### config.mk
export PLATFORM = sky130hd
export DESIGN_NAME = division_seq
export DESIGN_NICKNAME = d
export VERILOG_FILES = /design/src/rtl/division_seq.sv
export SDC_FILE = /design/constraint.sdc
export NUM_CORES = 1
export LEC_CHECK = 0
export ABC_AREA = 1
export CAP_MARGIN = 20
export CORE_AREA = 2 2 81 52
export CTS_CLUSTER_DIAMETER = 150
export DETAILED_ROUTE_END_ITERATION = 16
export DIE_AREA = 0 0 83 54
export GPL_TIMING_DRIVEN = 1
export HOLD_SLACK_MARGIN = 0.1
export MAX_ROUTING_LAYER = met4
export PLACE_DENSITY = 0.78
export SLEW_MARGIN = 20
export SYNTH_ARGS = -nofsm -noshare
export SYNTH_HDL_FRONTEND = slang
export SYNTH_SLANG_ARGS = --single-unit
### constraint.sdc
create_clock -name clk -period 1.85 [get_ports clk]
set_input_delay 0.37 -clock clk [delete_from_list [all_inputs] [get_ports clk]]
set_output_delay 0.37 -clock clk [all_outputs]
set_load 0.05 [all_outputs]
### src/rtl/division_seq.sv
// Sequential unsigned restoring divider: one quotient bit per cycle, start/busy/done
// handshake, and results reported with the ALU's shared 5-bit flag layout.
module division_seq #(
  parameter int width = 4
) (
  input  logic             clk,
  input  logic             rst_n,
  input  logic             start,
  input  logic [width-1:0] A,
  input  logic [width-1:0] B,
  output logic             busy,
  output logic             done,
  output logic [width-1:0] Q,
  output logic [width-1:0] R,
  output logic [4:0]       flags
);

  localparam int CW = $clog2(width + 1);

  typedef enum logic [1:0] {IDLE, DIV, DONE} state_t;

  state_t r_state;
  state_t w_next;

  logic [width-1:0] r_dividend;
  logic [width-1:0] r_divisor;
  logic [width-1:0] r_quot;
  logic [width:0]   r_rem;
  logic [CW-1:0]    r_count;
  logic [width-1:0] r_Q;
  logic [width-1:0] r_R;
  logic [4:0]       r_flags;

  logic             w_accept;
  logic             w_zeroDiv;
  logic             w_last;
  logic [width:0]   w_shift;
  logic [width:0]   w_diff;
  logic [width:0]   w_remNext;
  logic [width-1:0] w_quotNext;

  // Flag layout {sign, zero, divide-by-zero, parity, inexact}, shared with add/sub.
  function automatic logic [4:0] mkFlags(input logic [width-1:0] q,
                                         input logic [width-1:0] r,
                                         input logic             dz);
    mkFlags = {q[width-1], ~|q, dz, ^q, |r};
  endfunction

  always_comb begin
    w_accept   = start && ((r_state == IDLE) || (r_state == DONE));
    w_zeroDiv  = (B == '0);
    w_last     = (r_count == CW'(1));
    w_shift    = {r_rem[width-1:0], r_dividend[width-1]};
    w_diff     = w_shift - {1'b0, r_divisor};
    // Remainder stays below the divisor, so the MSB of the difference is a clean borrow.
    w_remNext  = w_diff[width] ? w_shift : w_diff;
    w_quotNext = {r_quot[width-2:0], ~w_diff[width]};
  end

  always_comb begin
    w_next = r_state;
    case (r_state)
      IDLE, DONE: begin
        w_next = IDLE;
        if (start) w_next = w_zeroDiv ? DONE : DIV;
      end
      DIV: begin
        if (w_last) w_next = DONE;
      end
      default: w_next = IDLE;
    endcase
  end

  always_ff @(posedge clk) begin
    if (!rst_n) begin
      r_state    <= IDLE;
      r_dividend <= '0;
      r_divisor  <= '0;
      r_quot     <= '0;
      r_rem      <= '0;
      r_count    <= '0;
      r_Q        <= '0;
      r_R        <= '0;
      r_flags    <= '0;
    end else begin
      r_state <= w_next;
      if (w_accept) begin
        if (w_zeroDiv) begin
          r_Q     <= {width{1'b1}};
          r_R     <= A;
          r_flags <= mkFlags({width{1'b1}}, A, 1'b1);
        end else begin
          r_dividend <= A;
          r_divisor  <= B;
          r_rem      <= '0;
          r_quot     <= '0;
          r_count    <= CW'(width);
        end
      end else if (r_state == DIV) begin
        r_dividend <= r_dividend << 1;
        r_rem      <= w_remNext;
        r_quot     <= w_quotNext;
        r_count    <= r_count - CW'(1);
        if (w_last) begin
          r_Q     <= w_quotNext;
          r_R     <= w_remNext[width-1:0];
          r_flags <= mkFlags(w_quotNext, w_remNext[width-1:0], 1'b0);
        end
      end
    end
  end

  assign busy  = (r_state == DIV);
  assign done  = (r_state == DONE);
  assign Q     = r_Q;
  assign R     = r_R;
  assign flags = r_flags;

endmodule

* Yosys cells after proc, flatten, opt, wreduce, memory -nomap -nowiden
Cells that the tools add are included.
Storage, ports and cells: output and inout port bits 15, register bits 33, word-level logic and storage cells 63
Operators by class: bitwise logic cells 2, $add $sub $neg 2, mux-type cells 29, reductions and logical operators 15, equality and inequality tests 6
Operators with widths (number):
- $mux W4 | 15
- $mux W5 | 4
- $mux W3 | 6
- $reduce_or A4 Y1 | 3
- $mux W2 | 3
- $sub A5 B4 Y5 | 1
- $logic_not A4 Y1 | 1
- $ne A2 B1 Y1 const B | 2
- $pmux W2 S2 | 1
- $reduce_and A2 Y1 | 2
- $reduce_bool A2 Y1 | 2
- $reduce_xor A4 Y1 | 1
- $eq A3 B1 Y1 const B | 1
- $reduce_and A3 Y1 | 1
- $sub A3 B1 Y3 const B | 1
- $eq A2 B1 Y1 const B | 1
- $eq A2 B2 Y1 const B | 1
- $logic_not A2 Y1 | 1
- $ne A2 B2 Y1 const B | 1
- $not A1 Y1 | 2
- $reduce_or A2 Y1 | 1
- $logic_and A1 B1 Y1 | 1
- $logic_not A1 Y1 | 1
- $logic_or A1 B1 Y1 | 1

* Logic depth before layout (Yosys ltp)
depth in word-level cells 7, mapped depth 14, gate-level depth less buffers 14

* Least setup slack after synthesis
No wires, ideal clock.
kind reg-to-reg, from register r_dividend[3], to register r_flags[0] (netlist: flags[0]), cell stages (with the launch flop) 14, setup time 0.132 ns, path slack 0.021 ns, arrival 1.696 ns, data required time 1.718 ns, path buffers 0, cell sequence dfxtp_1 > inv_1 > ha_1 > fa_1 > inv_1 > nand3_1 > nand3_1 > nand2_1 > nand2_1 > nand2_1 > nor2_1 > nand3_1 > nand2_1 > a21oi_1
On the way: longest elaborated chain between the ends 6
Ends and longest elaborated chain:
- start: declaration | RTL line 25 | logic [width-1:0] r_dividend;
- start signal: assignment | RTL line 100 | r_dividend <= r_dividend << 1;
- $sub A5 B4 Y5 | RTL line 54 | w_diff = w_shift - {1'b0, r_divisor};
- $mux W4 (*) | RTL line 56 | w_remNext = w_diff[width] ? w_shift : w_diff;
- $reduce_or A4 Y1 (*) | RTL line 46 | mkFlags = {q[width-1], ~|q, dz, ^q, |r};
- $mux W5 (*) | RTL line 104 | if (w_last) begin
- $mux W5 (*) | RTL line 99 | end else if (r_state == DIV) begin
- $mux W5 (*) | RTL line 87 | if (w_accept) begin
- end signal: assignment | RTL line 91 | r_flags <= mkFlags({width{1'b1}}, A, 1'b1);
- end signal: assignment | RTL line 107 | r_flags <= mkFlags(w_quotNext, w_remNext[width-1:0], 1'b0);
- end: declaration | RTL line 32 | logic [4:0] r_flags;
Mark *: on every way between the ends. The rest lies on a longest branch, timed or not. The select of a mux whose other input is x is not followed. A chain may end at the register's enable or synchronous reset.

* Final worst setup path
Same ends and word-level chain as after synthesis.

==> results.json <==
{
  "status": "finished with violations",
  "violations": "setup timing",
  "vias_per_cell": 4.93,
  "clock_sinks": 32,
  "crit_family": "simple AND/OR/NAND/NOR gates",
  "cts_inserted_buffers": 5,
  "tightest_slew_ns": 0.494,
  "ys_async_sr_fraction": 0,
  "initial_core_util": 0.421,
  "maxSlewHeadroom": 0.670,
  "critical_path.endpoint_type": "register",
  "cts_buffer_depth": 2,
  "dieArea_mm2": 0.00448,
  "p_leak_nw": 0.984,
  "path_max_fanout": 4,
  "diodes": 0,
  "fin_nets": 282,
  "ctsHoldBuffers": 0,
  "dp_hpwl_mm": 2.93,
  "drt-initial-drc-count": 100,
  "hold_path.class": "register to register",
  "synthTopCellsByArea": "dfxtp_1 40%, nand2_1 14%, inv_1 6.7%, a21oi_1 6.5%, ha_1 4.6%",
  "insertion_delay_ns": 0.28,
  "ant_nets": 0,
  "multiInputGateArea_um2": 953,
  "route.detailed.drc": 0,
  "cp.arrival_ns": 2.07,
  "grt_pass1_vias": 1463,
  "placed_area_mm2": 0.00199,
  "place_ws_ns": -0.115,
  "yosys_warnings": 0,
  "htreeDepth": 2,
  "fin_crit_sh": 1.01,
  "io-pin-count": 26,
  "io_buffer_count": 25,
  "cp.required_ns": 2.06,
  "grt_start_max_net_pins": 19,
  "synth_nets": 239,
  "slew_viol_final": 0,
  "syn-cell-area_mm2": 0.00162,
  "cts_tree": "yes",
  "area_delta_synth_final_pct": 39.5,
  "grt_use_total": 0.201,
  "synth_flop_cell": "dfxtp_1",
  "seq_area_frac_synth": 0.395,
  "vdd_drop_max_v": 0.000564,
  "synth_common_cells": "61 x nand2_1, 32 x dfxtp_1, 29 x inv_1",
  "synth-edff-count": 0,
  "drive_gt1_frac": 0.284,
  "antenna_found_initial": 0,
  "cp_num_buf_inv": 2,
  "dieHeight_um": 54,
  "finalCriticalPeriod_ns": 1.86,
  "fp.coreArea_mm2": 0.00385,
  "startpoint_type": "register",
  "critPathKind": "register to register",
  "gp_congestion": 0.894,
  "fillers": 355,
  "die_w_um": 83,
  "crit_path_top_delay_cell": "fa_2",
  "clkTransAtPathRegs_ns": 0.06,
  "drt_wl_total_mm": 4.11,
  "first_pass_iters": 4,
  "maxCapViolCount": 0,
  "yosys_register_bits": 32,
  "synth_cells": 221,
  "grt_overflow": 0,
  "vias": 1548,
  "setup_viol": 2,
  "tns_ns": -0.0159,
  "max_stage_delay_ns": 0.35,
  "regToRegSetupSlack_ns": -0.01,
  "fin_skew_ns": 0.00270,
  "yosys.cell_count.top_type": "nand2_1",
  "fmax_mhz": 538,
  "design_area_mm2": 0.00226,
  "grt_pass1_wl_mm": 6.71,
  "rows": 18,
  "yosysTopAreaCellShare": 0.395,
  "crit_path_cell_trace": "inv_2 -> ha_4 -> fa_2 -> inv_2 -> nand2_2 -> nand2_4 -> nand3_4 -> nand2_4 -> nand2_1 -> nand2_2 -> nor2_1 -> nand3_1 -> nand2_1 -> a21oi_1",
  "avgSynthCellArea_um2": 7.33,
  "layout_setup_ws_ns": -0.0104,
  "wl_per_cell_um": 13.1,
  "hold_viol_final": 0,
  "rsz0062_at_grt": "true",
  "synthDistinctLibCells": 33,
  "yosysTopAreaCell": "dfxtp_1",
  "p_per_area_mw_per_mm2": 871,
  "register_area_um2": 642,
  "cts_root_buf": "clkbuf_8"
}
sequential cells by signal, summed over array words and instances, names as in the netlist:
register / flops
Q: 4
R: 4
flags: 4
r_count: 3
r_dividend: 4
r_divisor: 4
r_quot: 3
r_rem: 4
r_state: 2
kinds of logic after synthesis:
family | share of synthesized area
xor gates and xnor gates | 0.0162
DFF | 0.395
adders and majority gates | 0.0587
buffers and inverters | 0.118
AOI/OAI and AO/OA | 0.154
and+or+nand+nor | 0.258
layer usage:
metal | GRT usage | vias up | part of all wire
met5 | - | - | 0
met4 | 0.0574 | 0 | 0.0090
met3 | 0.0552 | 6 | 0.080
met2 | 0.302 | 57 | 0.43
met1 | 0.267 | 689 | 0.49
li1 | - | 796 | -
final timing paths:
path | startpoint | to | cells after the start
setup / recovery | r_dividend[3]$_SDFFE_PN0P_ | flags[0]$_SDFFE_PN0P_ | 14
hold / removal | r_divisor[2]$_SDFFE_PN0P_ | r_divisor[2]$_SDFFE_PN0P_ | 2
hold reg to reg | r_divisor[2]$_SDFFE_PN0P_ | r_divisor[2]$_SDFFE_PN0P_ | 2
setup reg to reg | r_dividend[3]$_SDFFE_PN0P_ | flags[0]$_SDFFE_PN0P_ | 14
where the power goes:
| part | switching [mW] | internal, mW |
|---|---|---|
| logic | 0.404 | 0.294 |
| clock network | 0.245 | 0.255 |
| registers | 0.0335 | 0.737 |
cell type report:
cell class / count / share of cell area
Inverter: 33 / 0.0587
Clock inverter: 1 / 0.00221
Multi-Input combinational cell: 149 / 0.422
Timing Repair Buffer: 43 / 0.173
Sequential cell: 32 / 0.284
Tap cell: 50 / 0.0277
Clock buffer: 6 / 0.0321
placed cells by master (no fill, tap or decap), drive strengths merged, types with 2 or more instances in the layout:
cell type and n:
xnor2 2, o211ai 2, dfxtp 32, nor2 13
a21oi 21, buf 31, nand2 63, clkdlybuf4s50 11
ha 6, inv 31, clkbuf 6, o221ai 2
o21ai 12, a31oi 6, clkinv 3, nand3 15
tightest hold or removal path, delay by kind of cell, from the launching register on:
family             cells  cell delay, ns
and+or+nand+nor        1            0.06
AOI/OAI and AO/OA      1            0.05
DFF                    1            0.31
stage by stage:
step,utilization,hold slack (ns),std cells,total power [mW]
final,0.587,0.462,314,1.97
after global placement,0.516,0.451,305,1.31
after CTS,0.562,0.465,314,1.89
after detailed placement,0.516,0.455,305,1.32
after floorplan,-,0.440,221,1.13
after global routing,0.587,0.485,314,2.08
timing repair:
| action | in CTS | in global routing |
|---|---|---|
| setup endpoints to repair | 11 | 11 |
| pin swaps | 7 | 9 |
| setup buffers | 2 | 0 |
| gates resized for setup | 22 | 21 |
Power figures use the tool's default switching activity.
